[src/rtl/murmur3_stream_ctrl.sv]
// Streams a byte message through MurmurHash3 x86_32: body mixes, masked tail mix, fmix32
// finaliser, then holds the hash on a valid/ready output until the consumer takes it.
module murmur3_stream_ctrl #(
  parameter int unsigned LEN_W = 16
) (
  input  logic             clk,
  input  logic             rst_n,
  input  logic             start,
  input  logic [31:0]      seed_i,
  input  logic [LEN_W-1:0] len_i,
  input  logic             chunk_valid,
  input  logic [31:0]      chunk_data,
  output logic             chunk_ready,
  output logic             hash_valid,
  output logic [31:0]      hash_out,
  input  logic             hash_ready,
  output logic             busy
);

  localparam logic [31:0] C1 = 32'hcc9e2d51;
  localparam logic [31:0] C2 = 32'h1b873593;

  typedef enum logic [2:0] {StIdle, StBody, StTail, StFin1, StFin2, StFin3, StDone} state_e;

  state_e           state_q;
  logic [31:0]      h_q;
  logic [LEN_W-1:0] len_q;
  logic [LEN_W-1:0] nwords_q;
  logic             chunk_ready_q;
  logic             hash_valid_q;
  logic [31:0]      hash_out_q;
  logic             busy_q;

  function automatic logic [31:0] mix_k(input logic [31:0] w);
    logic [31:0] t;
    t = w * C1;
    t = {t[16:0], t[31:17]};
    return t * C2;
  endfunction

  logic [31:0] tail_mask;
  logic [31:0] k_body, k_tail, h_mix, h_body;
  logic [31:0] f1_a, f1_b, f2_a, h_fin1, h_fin2, h_fin3;

  // Only bytes below len[1:0] belong to the message; the rest of the tail word is garbage.
  always_comb begin
    tail_mask = 32'hffffffff;
    unique case (len_q[1:0])
      2'd1:    tail_mask = 32'h000000ff;
      2'd2:    tail_mask = 32'h0000ffff;
      2'd3:    tail_mask = 32'h00ffffff;
      default: tail_mask = 32'hffffffff;
    endcase
  end

  assign k_body = mix_k(chunk_data);
  assign k_tail = mix_k(chunk_data & tail_mask);
  assign h_mix  = h_q ^ k_body;
  assign h_body = {h_mix[18:0], h_mix[31:19]} * 32'd5 + 32'he6546b64;

  assign f1_a   = h_q ^ 32'(len_q);
  assign f1_b   = f1_a ^ (f1_a >> 16);
  assign h_fin1 = f1_b * 32'h85ebca6b;
  assign f2_a   = h_q ^ (h_q >> 13);
  assign h_fin2 = f2_a * 32'hc2b2ae35;
  assign h_fin3 = h_q ^ (h_q >> 16);

  always_ff @(posedge clk or negedge rst_n) begin
    if (!rst_n) begin
      state_q       <= StIdle;
      h_q           <= '0;
      len_q         <= '0;
      nwords_q      <= '0;
      chunk_ready_q <= 1'b0;
      hash_valid_q  <= 1'b0;
      hash_out_q    <= '0;
      busy_q        <= 1'b0;
    end else begin
      unique case (state_q)
        StIdle: begin
          if (start) begin
            h_q      <= seed_i;
            len_q    <= len_i;
            nwords_q <= len_i >> 2;
            busy_q   <= 1'b1;
            if ((len_i >> 2) != '0) begin
              state_q       <= StBody;
              chunk_ready_q <= 1'b1;
            end else if (len_i[1:0] != 2'd0) begin
              state_q       <= StTail;
              chunk_ready_q <= 1'b1;
            end else begin
              state_q <= StFin1;
            end
          end
        end
        StBody: begin
          if (chunk_valid) begin
            h_q      <= h_body;
            nwords_q <= nwords_q - LEN_W'(1);
            if (nwords_q == LEN_W'(1)) begin
              if (len_q[1:0] != 2'd0) begin
                state_q <= StTail;
              end else begin
                state_q       <= StFin1;
                chunk_ready_q <= 1'b0;
              end
            end
          end
        end
        StTail: begin
          if (chunk_valid) begin
            h_q           <= h_q ^ k_tail;
            state_q       <= StFin1;
            chunk_ready_q <= 1'b0;
          end
        end
        StFin1: begin
          h_q     <= h_fin1;
          state_q <= StFin2;
        end
        StFin2: begin
          h_q     <= h_fin2;
          state_q <= StFin3;
        end
        StFin3: begin
          h_q          <= h_fin3;
          hash_out_q   <= h_fin3;
          hash_valid_q <= 1'b1;
          state_q      <= StDone;
        end
        StDone: begin
          if (hash_ready) begin
            hash_valid_q <= 1'b0;
            busy_q       <= 1'b0;
            state_q      <= StIdle;
          end
        end
        default: state_q <= StIdle;
      endcase
    end
  end

  assign chunk_ready = chunk_ready_q;
  assign hash_valid  = hash_valid_q;
  assign hash_out    = hash_out_q;
  assign busy        = busy_q;

endmodule

[config.mk]
export PLATFORM = sky130hd
export DESIGN_NAME = murmur3_stream_ctrl
export DESIGN_NICKNAME = d
export VERILOG_FILES = /design/src/rtl/murmur3_stream_ctrl.sv
export SDC_FILE = /design/constraint.sdc
export NUM_CORES = 2
export LEC_CHECK = 0
export ABC_AREA = 1
export CORE_MARGIN = 2
export CORE_UTILIZATION = 60
export DETAILED_ROUTE_END_ITERATION = 8
export PLACE_DENSITY = 0.81
export SYNTH_ARGS = -nofsm -noshare
export SYNTH_HDL_FRONTEND = slang
export SYNTH_SLANG_ARGS = --single-unit
[constraint.sdc]
create_clock -name clk -period 34.5 [get_ports clk]
set_input_delay 3.45 -clock clk [delete_from_list [all_inputs] [get_ports clk]]
set_output_delay 3.45 -clock clk [all_outputs]
set_load 0.01 [all_outputs]
==> reports/results.ini <==
[clocking]
ctsHoldBuffers=0
root_buffer=clkbuf_16
post_cts_buffers=0
clkLatencyLatePin_ns=0.38
clk_pin_slew_ns=0.08
htreeDepth=3
cts_resized=0
cts_buffer_depth=2
clock-sinks=102
cts-buffers-inserted=9
tritoncts=built

[sta]
slew_violations=0
slew-limit-headroom_pct=27.7
period_minus_slack_ns=19.02
setup_violations=0
worst_pin_slew_ns=1.08
finalHoldViolations=0
period_share_pct=55.1
fin_worst_skew_ns=0.0159
rsz0062_at_grt=no
fin_tns_setup_ns=0
fmax_mhz=52.6

[floorplan]
design.die.area_um2=98000
fp.dieW_um=313
fp-row-count=113
io_pins=120
die_h_um=313
start_util_pct=60.4
core_area_um2=94900

[placed_design]
dp_hpwl_um=165000
place_congestion=1.07
placed_cell_area_um2=60300
io_buffer_count=119

[critical_path]
cpMaxStageDelayCell=xor2_1
end_kind=register
reg2regPathDepth=56
crit_arrival_ns=19.27
worstSetupPathType=in2reg
r2r_slack_ns=19.51
cp_max_fo=11
critical_path.most_common_cell=fa_1
max_stage_delay_ns=0.85
worst_ep_required_time_ns=34.76
start_kind=primary input

[global_routing]
grt_usage_pct=38.9
overflow=0
grt_pass1_wl_um=282000
use_met2_pct=67.7
grt_use_met3_pct=3.89
grt-busiest-layer=met2
antenna_found_initial=1
grt_max_degree=65
use_met1_pct=44.7
grt_pass1_vias=47900

[logic_synthesis]
syn-mean-instance-area_um2=8.79
synth_compound_area_share_pct=6.65
ys.flop_type=dfrtp_1
syn_nets=8789
synth_top_area_share_pct=37.0
synth-seq-cells=102
synth-edff-count=0
ys_seq_area_share_pct=4.46
netlist_instances=6518
synth_warnings=0
ys_types=54
yosys.area_share.adder_pct=61.6
synth-xor-area-share_pct=5.60
synthesis.area_um2=57300
synth_top_family_by_area=adder cells
netlist_top_cells_area=fa_1 37%, ha_1 25%, inv_1 13%
ys_top_cells_by_count=2,017 x inv_1, 1,126 x ha_1, 1,060 x fa_1
ys_async_sr_fraction_pct=100
synth-simple-area-share_pct=7.89
yosysMostFrequentCell=inv_1
yosys.area.top_type=fa_1
synthMuxAreaShare_pct=0

[finish]
fillers=8005
design_area_um2=60600
nNetsFinal=8914
synthToLayoutAreaGrowth_pct=5.78
drive_above_1_share_pct=1.96

[detailed_routing]
drc_errors=0
via_per_inst=5.57
wl_per_cell_um=23.5
wl_um=186000
dr.pass1.iters=6
drtAntennaViolNets=0
vias=44100
drtIter0Drc=3168

[run]
maxCapViolCount=0

[min_path]
min_path_type=reg2reg
min_path_cells=2

[run_status]
status=complete, no violations

cells by family after synthesis:
logic type	Yosys count
AO/OA/AOI/OAI	678
XOR/XNOR	362
buffers and inverters	2100
adder cells (fa/ha/maj)	2186
flip-flops	102
AND/OR/NAND/NOR	1090
layer usage:
metal  share of wire (%)  vias up
met4                 9.1        0
met1                  36    21700
met3                 6.1      560
met5                   0        -
li1                    -    20000
met2                  49     1815
sequential cells by signal, summed over array words and instances (netlist names):
name         cells
state_q          3
h_q             32
hash_valid       1
nwords_q        16
busy             1
len_q           16
chunk_ready      1
hash_out        32
layout by cell type, fill, tap and decap left out, types with 4 or more instances in the layout:
cell type,count
nor4_1,12
nor2_1,167
o2111ai_1,4
a211oi_1,5
fa_1,1060
nand2_1,673
nor3_1,31
dfrtp_1,102
a21oi_1,284
or2_2,16
nand3_1,133
inv_2,12
o211ai_1,18
nand3b_1,8
clkbuf_16,9
nand4_1,36
a221oi_1,6
o22ai_1,11
xor2_1,193
ha_1,1126
inv_1,2017
o21ai_1,25
a31oi_1,22
a21o_1,26
a31o_2,5
o21ai_0,214
xnor2_1,164
buf_4,65
o221ai_1,11
clkdlybuf4s50_1,117
o21bai_1,25
worst max-delay path: cells and delay by family:
family,cells,cell delay [ns]
adder cells (fa/ha/maj),20,8.12
AND/OR/NAND/NOR,20,2.88
AO/OA/AOI/OAI,12,2.18
buffers and inverters,11,1.34
XOR/XNOR,2,1.24
per-stage QoR:
step | hold slack [ns] | worst slack (ns) | instances | utilization [%]
after global placement | 0.455 | 15.54 | 7897 | 63.5
after CTS | 0.485 | 15.83 | 7913 | 63.9
after floorplan | 0.468 | 17.98 | 6518 | -
after detailed placement | 0.466 | 15.45 | 7897 | 63.5
after global routing | 0.510 | 14.48 | 7913 | 63.9
final | 0.481 | 15.48 | 7915 | 63.9
worst paths after layout:
path | from | end
min in group asynchronous | rst_n | hash_out[30]
worst max-delay path | chunk_data[6] | h_q[27]
max in group asynchronous | rst_n | hash_out[27]
worst max register to register | len_q[1] | h_q[27]
worst min-delay path | hash_out[7] | hash_out[7]
worst min register to register | hash_out[7] | hash_out[7]
cell type report:
type / count / area [µm²] / share of cell area [%]
Sequential cell: 102 / 2550 / 4.21
Timing Repair Buffer: 183 / 1660 / 2.75
Multi-Input combinational cell: 4316 / 46900 / 77.3
Antenna cell: 2 / 5.00 / 0.00826
Clock buffer: 9 / 225 / 0.372
Inverter: 2031 / 7620 / 12.6
Clock inverter: 7 / 83.8 / 0.138
Tap cell: 1265 / 1580 / 2.61
Power is left out: the tool's default activity adds up to more than one toggle a clock period on the data nets, which glitch-free logic cannot reach.
